File: src/rtl/sort_sequencer.sv
// -----------------------------------------------------------------------------
// sort_sequencer
//   Bubble-sort controller for an N-entry signed array held in an external
//   single-port synchronous RAM. Each compare step reads an adjacent pair,
//   compares the two values as signed numbers and, if they are out of order,
//   writes them back swapped. Each pass shrinks the upper bound by one. The
//   sort ends early after a pass with no swaps. Pass and swap counts stay
//   visible until the next start.
//
// Ports
//   clock       in   1           single clock, posedge
//   reset_n     in   1           asynchronous active-low reset
//   start       in   1           begin a sort (sampled only while idle)
//   busy        out  1           high from the cycle after start through DONE
//   done        out  1           one-cycle completion pulse
//   mem_addr    out  ADDR_W      RAM address
//   mem_rd      out  1           read strobe; mem_rdata valid next cycle
//   mem_rdata   in   DATA_W      RAM read data
//   mem_we      out  1           write strobe
//   mem_wdata   out  DATA_W      RAM write data (held while mem_we is low)
//   pass_count  out  ADDR_W+1    passes completed in the last/current sort
//   swap_count  out  2*ADDR_W+1  swaps performed in the last/current sort
// -----------------------------------------------------------------------------
module sort_sequencer #(
  parameter int N      = 8,
  parameter int DATA_W = 32,
  parameter int ADDR_W = 3
) (
  input  logic                clock,
  input  logic                reset_n,
  input  logic                start,
  output logic                busy,
  output logic                done,
  output logic [ADDR_W-1:0]   mem_addr,
  output logic                mem_rd,
  input  logic [DATA_W-1:0]   mem_rdata,
  output logic                mem_we,
  output logic [DATA_W-1:0]   mem_wdata,
  output logic [ADDR_W:0]     pass_count,
  output logic [2*ADDR_W:0]   swap_count
);

  localparam logic [2:0] S_IDLE = 3'd0;
  localparam logic [2:0] S_RD_A = 3'd1;
  localparam logic [2:0] S_RD_B = 3'd2;
  localparam logic [2:0] S_CMP  = 3'd3;
  localparam logic [2:0] S_WR_A = 3'd4;
  localparam logic [2:0] S_WR_B = 3'd5;
  localparam logic [2:0] S_ADV  = 3'd6;
  localparam logic [2:0] S_DONE = 3'd7;

  localparam logic [ADDR_W-1:0] LAST_INIT = ADDR_W'(N - 1);
  localparam logic [ADDR_W-1:0] ONE       = ADDR_W'(1);

  logic [2:0]        state, state_n;
  logic [ADDR_W-1:0] i, i_n;
  logic [ADDR_W-1:0] last, last_n;
  logic [ADDR_W-1:0] i_inc;
  logic [DATA_W-1:0] a;
  logic              swapped;
  logic              do_swap;
  logic              more_pairs;
  logic              end_of_pass;

  // i < last <= N-1 <= 2**ADDR_W-1, so i+1 never wraps.
  assign i_inc       = i + ONE;
  assign more_pairs  = i_inc < last;
  assign end_of_pass = (state == S_ADV) && !more_pairs;
  // In CMP, mem_rdata carries element i+1 (the b operand).
  assign do_swap     = $signed(a) > $signed(mem_rdata);

  // NOTE: every variable gets a default before the case so no path leaves
  // one unassigned, which would otherwise infer a latch.
  always_comb begin
    state_n = state;
    i_n     = i;
    last_n  = last;
    case (state)
      S_IDLE: begin
        if (start) begin
          state_n = S_RD_A;
          i_n     = '0;
          last_n  = LAST_INIT;
        end
      end
      S_RD_A: state_n = S_RD_B;
      S_RD_B: state_n = S_CMP;
      S_CMP:  state_n = do_swap ? S_WR_A : S_ADV;
      S_WR_A: state_n = S_WR_B;
      S_WR_B: state_n = S_ADV;
      S_ADV: begin
        if (more_pairs) begin
          i_n     = i_inc;
          state_n = S_RD_A;
        end else if (!swapped || last == ONE) begin
          state_n = S_DONE;
        end else begin
          last_n  = last - ONE;
          i_n     = '0;
          state_n = S_RD_A;
        end
      end
      S_DONE:  state_n = S_IDLE;
      default: state_n = S_IDLE;
    endcase
  end

  // Outputs are registered from the next state so that the strobes, address
  // and write data are valid during the state they belong to.
  // NOTE: sequential state uses non-blocking assignments so every register
  // samples the pre-edge values regardless of statement order.
  always_ff @(posedge clock or negedge reset_n) begin
    if (!reset_n) begin
      state      <= S_IDLE;
      i          <= '0;
      last       <= '0;
      a          <= '0;
      swapped    <= 1'b0;
      busy       <= 1'b0;
      done       <= 1'b0;
      mem_rd     <= 1'b0;
      mem_we     <= 1'b0;
      mem_addr   <= '0;
      mem_wdata  <= '0;
      pass_count <= '0;
      swap_count <= '0;
    end else begin
      state  <= state_n;
      i      <= i_n;
      last   <= last_n;
      busy   <= (state_n != S_IDLE);
      done   <= (state_n == S_DONE);
      mem_rd <= (state_n == S_RD_A) || (state_n == S_RD_B);
      mem_we <= (state_n == S_WR_A) || (state_n == S_WR_B);

      case (state_n)
        S_RD_A, S_WR_A: mem_addr <= i_n;
        S_RD_B, S_WR_B: mem_addr <= i_n + ONE;
        default: ;
      endcase

      // The b operand is taken straight from mem_rdata on the CMP->WR_A
      // edge, so mem_wdata itself holds b; no separate b register is kept.
      if (state_n == S_WR_A) mem_wdata <= mem_rdata;
      if (state_n == S_WR_B) mem_wdata <= a;

      case (state)
        S_IDLE: begin
          if (start) begin
            swapped    <= 1'b0;
            pass_count <= '0;
            swap_count <= '0;
          end
        end
        S_RD_B: a <= mem_rdata;
        S_WR_B: begin
          swapped    <= 1'b1;
          swap_count <= swap_count + (2*ADDR_W+1)'(1);
        end
        S_ADV: begin
          if (end_of_pass) begin
            pass_count <= pass_count + (ADDR_W+1)'(1);
            swapped    <= 1'b0;
          end
        end
        default: ;
      endcase
    end
  end

endmodule

File: config.mk
export PLATFORM = sky130hd
export DESIGN_NAME = sort_sequencer
export DESIGN_NICKNAME = d
export VERILOG_FILES = /design/src/rtl/sort_sequencer.sv
export SDC_FILE = /design/constraint.sdc
export NUM_CORES = 1
export LEC_CHECK = 0
export CORE_MARGIN = 5
export CORE_UTILIZATION = 45
export CTS_BUF_LIST = sky130_fd_sc_hd__clkbuf_2 sky130_fd_sc_hd__clkbuf_4 sky130_fd_sc_hd__clkbuf_8
export CTS_CLUSTER_DIAMETER = 150
export DETAILED_ROUTE_END_ITERATION = 8
export GPL_TIMING_DRIVEN = 0
export PLACE_DENSITY = 0.74
export SYNTH_ARGS = -nofsm -noshare
export SYNTH_HDL_FRONTEND = slang
export SYNTH_SLANG_ARGS = --single-unit
File: constraint.sdc
create_clock -name clock -period 4.3 [get_ports clock]
set_clock_uncertainty 0.15 [all_clocks]
set_input_delay 1.29 -clock clock [delete_from_list [all_inputs] [get_ports clock]]
set_output_delay 1.29 -clock clock [all_outputs]
set_load 0.02 [all_outputs]
After elaboration in Yosys (flattened, before gate mapping)
Cells that the tools add are included.
- flip-flop bits (word level): 92
- input bits: 35
- word-level logic and storage cells: 80
- mux-type cells: 24
- equality and inequality tests: 17
- add/sub/neg operators: 5
- reduce and logical (&&, ||, !) cells: 19
- order comparisons: 2
- operators by type and width (cell ; number):
    $mux 32 ; 2
    $gt 32x32->1 ; 1
    $mux 3 ; 9
    $pmux 3 s8 ; 1
    $eq 3x3->1 const B ; 7
    $pmux 3 s2 ; 3
    $pmux 7 s2 ; 1
    $eq 3x1->1 const B ; 3
    $eq 3x2->1 const B ; 3
    $mux 4 ; 2
    $ne 2x2->1 const B ; 4
    $pmux 4 s2 ; 1
    $reduce_bool 2->1 ; 4
    $add 7x1->7 const B ; 1
    $mux 7 ; 1
    $add 3x1->3 const B ; 2
    $reduce_and 3->1 ; 2
    $reduce_bool 3->1 ; 2
    $add 4x1->4 const B ; 1
    $reduce_and 4->1 ; 1
    $reduce_or 2->1 ; 2
    $logic_not 3->1 ; 1
    $logic_or 1x1->1 ; 3
    $lt 3x3->1 ; 1
    7 further kinds ; 9

Longest topological paths before layout
- word-level depth: 8
- mapped depth: 12
- depth with buffers taken out: 12

Least setup slack after synthesis
OpenSTA, ideal clock, no wires.
- path type: in2reg
- start point: input port mem_rdata[31]
- end point: register mem_addr[0]
- stages on the path: 11
- path slack: 0.728 ns
- data required time: 4.025 ns
- data arrival time: 3.296 ns
- buffers on the path: 1
- cell sequence: inv_1 -> ha_1 -> nand4_1 -> nor4_2 -> a211oi_1 -> nand4b_1 -> a21oi_1 -> or3_1 -> buf_2 -> o211a_2 -> mux2_4
- word-level cells in the longest chain between the ends: 6
- RTL lines (element ; RTL line ; source):
    start, declared ; 36 ; input logic [DATA_W-1:0] mem_rdata,
    $gt 32x32->1 * ; 70 ; assign do_swap = $signed(a) > $signed(mem_rdata);
    $mux 2 * ; 88 ; S_CMP: state_n = do_swap ? S_WR_A : S_ADV;
    $pmux 3 s8 * ; 78 ; case (state)
    $eq 3x2->1 (tied with other cells) ; 136 ; case (state_n)
    $reduce_or 2->1 ; 136 ;
    $pmux 3 s2 / $reduce_bool 2->1 (equally long branches) ; n/a ;
    end signal, assigned ; 137 ; S_RD_A, S_WR_A: mem_addr <= i_n;
    end signal, assigned ; 138 ; S_RD_B, S_WR_B: mem_addr <= i_n + ONE;
    end, declared ; 34 ; output logic [ADDR_W-1:0] mem_addr,
Every way passes the cells marked *; elsewhere a longest branch is shown, timed or not.
A chain may end at the register's enable or synchronous reset.

Final worst setup path
- start point: input port mem_rdata[31]
- end point: register mem_wdata[21]
- word-level cells in the longest chain between the ends: 5
- RTL lines (element ; RTL line ; source):
    $gt 32x32->1 * ; 70 ;
    $mux 2 * ; 88 ;
    $pmux 3 s8 * ; 78 ;
    $eq 3x3->1, on equally long branches ; 145, 144 ;
    $mux 32 / $reduce_bool 2->1 (equally long branches) ; n/a ;
    end signal, assigned ; 144 ; if (state_n == S_WR_A) mem_wdata <= mem_rdata;
    end, declared ; 38 ; output logic [DATA_W-1:0] mem_wdata,
Marks and branches as above.

==> results by stage <==
Run status:
- The flow ran to the end, and the final reports show no timing, DRC or antenna violations.

Final layout:
- With fillers left out, the area of the finished cells amounts to 6754 µm².
- The repair_antennas step left the layout with diodes totalling 0.
- The share of post-route cells with drive strength above 1 is 10.13%.
- From synthesis to final layout, the design area changed by 22.96%.
- The final layout contains 761 nets.

Timing:
- The worst path in the final design needs a cycle of 4.057 ns, including I/O delays and setup.
- Setup slack closes at 0.2428 ns.
- For the pin with the worst max-slew slack, the measured transition is 0.6378 ns.
- The number of max-slew violations in the final report is 0.
- The number of failing setup endpoints in the final timing report is 0.
- The setup total negative slack is 0 ns.
- Setup repair after global routing left no endpoint under its margin.
- The fraction of the cycle the final worst path needs is 94.35%.
- The worst pin sits at a relative slew slack of 57.48%.
- The number of hold-slack violations in the final timing report came to 0.
- The minimum hold slack is 0.3473 ns.
- The achievable frequency is 246.5 MHz.

Floorplanning:
- The die covers 14,520 µm².
- The cell row count is 40.
- The area inside the core boundary is 12,010 µm².
- The die is 120.5 µm wide.
- The initial utilization of the core area, before any placement, comes to 45.73%.
- The height of the die is 120.5 µm.
- The number of I/O pins is 85.

Clocking:
- Clock latency on the worst-skew pair, taken at its later pin, is 0.39 ns.
- The TritonCTS clock tree is built.
- The clock buffer count from CTS is 9.
- The clock transition at the registers of the reported paths is 0.09 ns.
- In this run the deepest clock path goes through 2 buffers.
- CTS built an H-tree with a depth of 3.
- After clock tree synthesis, the repair step resized 0 gates.
- The clock sink count is 92.
- The clock tree root buffer cell is sky130_fd_sc_hd__clkbuf_8.
- The number of buffers inserted by hold repair at cts is 0.
- After clock tree synthesis, the setup repair step added 0 buffers.

Synth:
- By instance count, the leading cell after synthesis is sky130_fd_sc_hd__nand2_1.
- A synthesized cell averages 9.310 µm².
- The count of flip-flops with a built-in enable after synthesis is 0.
- Counting instances in the post-synthesis netlist gives the leading cell types as sky130_fd_sc_hd__nand2_1, sky130_fd_sc_hd__dfrtp_1, sky130_fd_sc_hd__a21oi_1, sky130_fd_sc_hd__ha_1, sky130_fd_sc_hd__inv_1.
- The warning count from the yosys run is 0.
- Sorting the synthesized cells by area gives the leading types as sky130_fd_sc_hd__dfrtp_1, sky130_fd_sc_hd__ha_1, sky130_fd_sc_hd__mux2_2.
- The cell type with the largest total area after synthesis is sky130_fd_sc_hd__dfrtp_1.
- The share of flip-flops with an asynchronous set or reset is 100.0%.
- The fraction of the yosys area taken by sequential cells is 41.91%.
- The area share of the leading cell type in the synthesized netlist is 41.91%.
- Synthesis produced 590 cells.
- The mapped netlist covers 5493 µm².
- The number of nets produced by synthesis is 665.
- Synthesis instantiated 50 different standard cells from the library.
- Among all flip-flop cells after synthesis, the most frequent one is sky130_fd_sc_hd__dfrtp_1.
- After synthesis the netlist holds a flip-flop and latch count of 92.

Routing:
- The number of vias per cell after detailed routing is 5.893.
- The routed length per placed instance is 17.61 µm.
- The total number of vias is 4,938.
- The number of routed nets with antenna violations is 0.
- For this run, design rule violations remaining after detail routing come to 0.
- In this run, the number of DRC markers left after iteration 0 of detailed routing was 405.
- The total detailed-routing wirelength is 14,760 µm.
- The count of TritonRoute iterations in the first routing pass is 5.

Global routing:
- The first global-routing pass estimated 24,460 µm of wire.
- The remaining global-route overflow is 0.
- The overall routing resource usage is 20.96%.
- The maximum number of pins on one net before global-route repair is 48.
- The number of antenna violations at the first check in global routing is 0.
- The number of global-route vias before repair is 4,883.

Power and ir drop:
- The static power due to leakage is 2.971 nW.
- In this run the power density over the cells is 785.7 nW/µm².
- Across the VDD grid, the largest voltage drop is 0.4316 mV.

Place:
- The half-perimeter wire length of the detailed placement result is 10,600 µm.
- The count of input and output buffers is 84.
- The congestion estimate from routability-driven global placement came to 0.8471.
- At the placement stage, the worst setup path has a slack of -0.1231 ns.
- After detailed placement, the total cell area comes to 6543 µm².

Critical path:
- The sort of element at the end of the critical path is a flop.
- In this run the critical register-to-register path is launched from i[0].
- The reg-to-reg endpoint is mem_addr[1].
- The sort of element at the start of the critical path is an input port.
- The required time of the critical path is 4.42 ns.
- In this run the worst setup path begins at mem_rdata[31].
- The worst setup path is of the in2reg kind.
- The flop-to-flop setup slack is 0.96 ns.
- The most critical setup path has its endpoint at mem_wdata[21].
- STA puts the critical path data arrival time at 4.18 ns.
- Of all nets on the critical path, the largest fanout is 10.
- The logic depth of the worst register-to-register path is 10.

Min path:
- The path type of the worst min-delay path is reg2reg.

Job:
- Across the run, the number of max-cap violations was 0.
cells in the final DEF (no fill, tap or decap), types with 4 or more instances in the layout:
cell type,n
sky130_fd_sc_hd__nand4_1,7
sky130_fd_sc_hd__clkbuf_8,11
sky130_fd_sc_hd__a21oi_1,49
sky130_fd_sc_hd__a31oi_1,33
sky130_fd_sc_hd__mux2_2,33
sky130_fd_sc_hd__clkdlybuf4s50_1,83
sky130_fd_sc_hd__buf_2,7
sky130_fd_sc_hd__nand2b_1,5
sky130_fd_sc_hd__nand3_1,8
sky130_fd_sc_hd__dfrtp_1,92
sky130_fd_sc_hd__inv_1,36
sky130_fd_sc_hd__a32oi_1,32
sky130_fd_sc_hd__nand3b_1,31
sky130_fd_sc_hd__clkbuf_1,32
sky130_fd_sc_hd__ha_1,40
sky130_fd_sc_hd__nand2_1,97
sky130_fd_sc_hd__nor2b_1,4
sky130_fd_sc_hd__nor2_1,19
sky130_fd_sc_hd__o21ai_0,15
cell type report:
cell class | count | area (µm²)
buffer | 39 | 155.1
fill | 1078 | 5258
clock buffer | 13 | 166.4
clock inverter | 3 | 45.04
timing repair buffer | 85 | 865.8
sequential | 92 | 2302
multi-input combinational | 421 | 2893
tap | 147 | 183.9
inverter | 38 | 142.6
flip-flops by register name (all words and copies together) (netlist names), 3 cells and up:
register,cells
a,32
i,3
last,3
mem_addr,3
mem_wdata,32
pass_count,4
state,3
swap_count,7
kinds of logic (layout without fill, tap and decap cells):
kind of cell | Yosys count | after routing | synth area share (%)
simple gates | 188 | 188 | 17.13
compound gates | 152 | 152 | 18.04
flops | 92 | 92 | 41.91
buf+inv | 77 | 178 | 5.421
fa+ha+maj | 40 | 40 | 9.112
mux | 36 | 36 | 7.585
xor+xnor | 5 | 5 | 0.7974
how the worst min path moves through the flow:
stage / end / cells after the start / start / slack, ns
after floorplan: swapped / 2 / swapped / 0.29
after global placement: swapped / 2 / swapped / 0.32
after detailed placement: swapped / 2 / swapped / 0.32
after CTS: swapped / 2 / swapped / 0.35
after global routing: swapped / 2 / swapped / 0.36
final: swapped / 2 / swapped / 0.35
critical path: stages:
cell                              delay, ns
sky130_fd_sc_hd__clkdlybuf4s50_1       0.54
sky130_fd_sc_hd__inv_1                 0.06
sky130_fd_sc_hd__ha_1                  0.34
sky130_fd_sc_hd__nand4_1               0.18
sky130_fd_sc_hd__nor4_2                0.35
sky130_fd_sc_hd__a211oi_1              0.15
sky130_fd_sc_hd__nand4b_1              0.14
sky130_fd_sc_hd__a21oi_1               0.08
sky130_fd_sc_hd__or3_1                 0.37
sky130_fd_sc_hd__buf_2                 0.16
sky130_fd_sc_hd__buf_2                 0.20
sky130_fd_sc_hd__a31oi_1               0.22
sky130_fd_sc_hd__nand2_1               0.07
stage by stage:
stage | total power, mW | instances | util [%]
after floorplan | 3.599 | 590 | -
after global placement | 4.547 | 821 | 54.26
after detailed placement | 4.662 | 822 | 54.47
after CTS | 5.313 | 838 | 56.23
after global routing | 5.707 | 838 | 56.23
final | 5.307 | 838 | 56.23
power breakdown:
group	internal (mW)	switching (mW)	total (mW)	leakage, nW
sequential	1.28	0.353	1.63	1.13
clock	0.314	0.324	0.638	0.103
combinational	1.32	1.72	3.04	1.74
total	2.91	2.40	5.31	2.97
routing by layer:
layer / share of wire [%] / vias up / GRT usage [%] / wire length [µm]
met2: 48 / 184 / 33.99 / 7127
met3: 6.6 / 15 / 4.584 / 967
met4: 1.5 / 0 / 7.578 / 228
met5: 0 / - / 0 / 0
met1: 44 / 2417 / 27.66 / 6435
li1: - / 2322 / - / -
No activity file was read; power rests on OpenSTA's default activity.
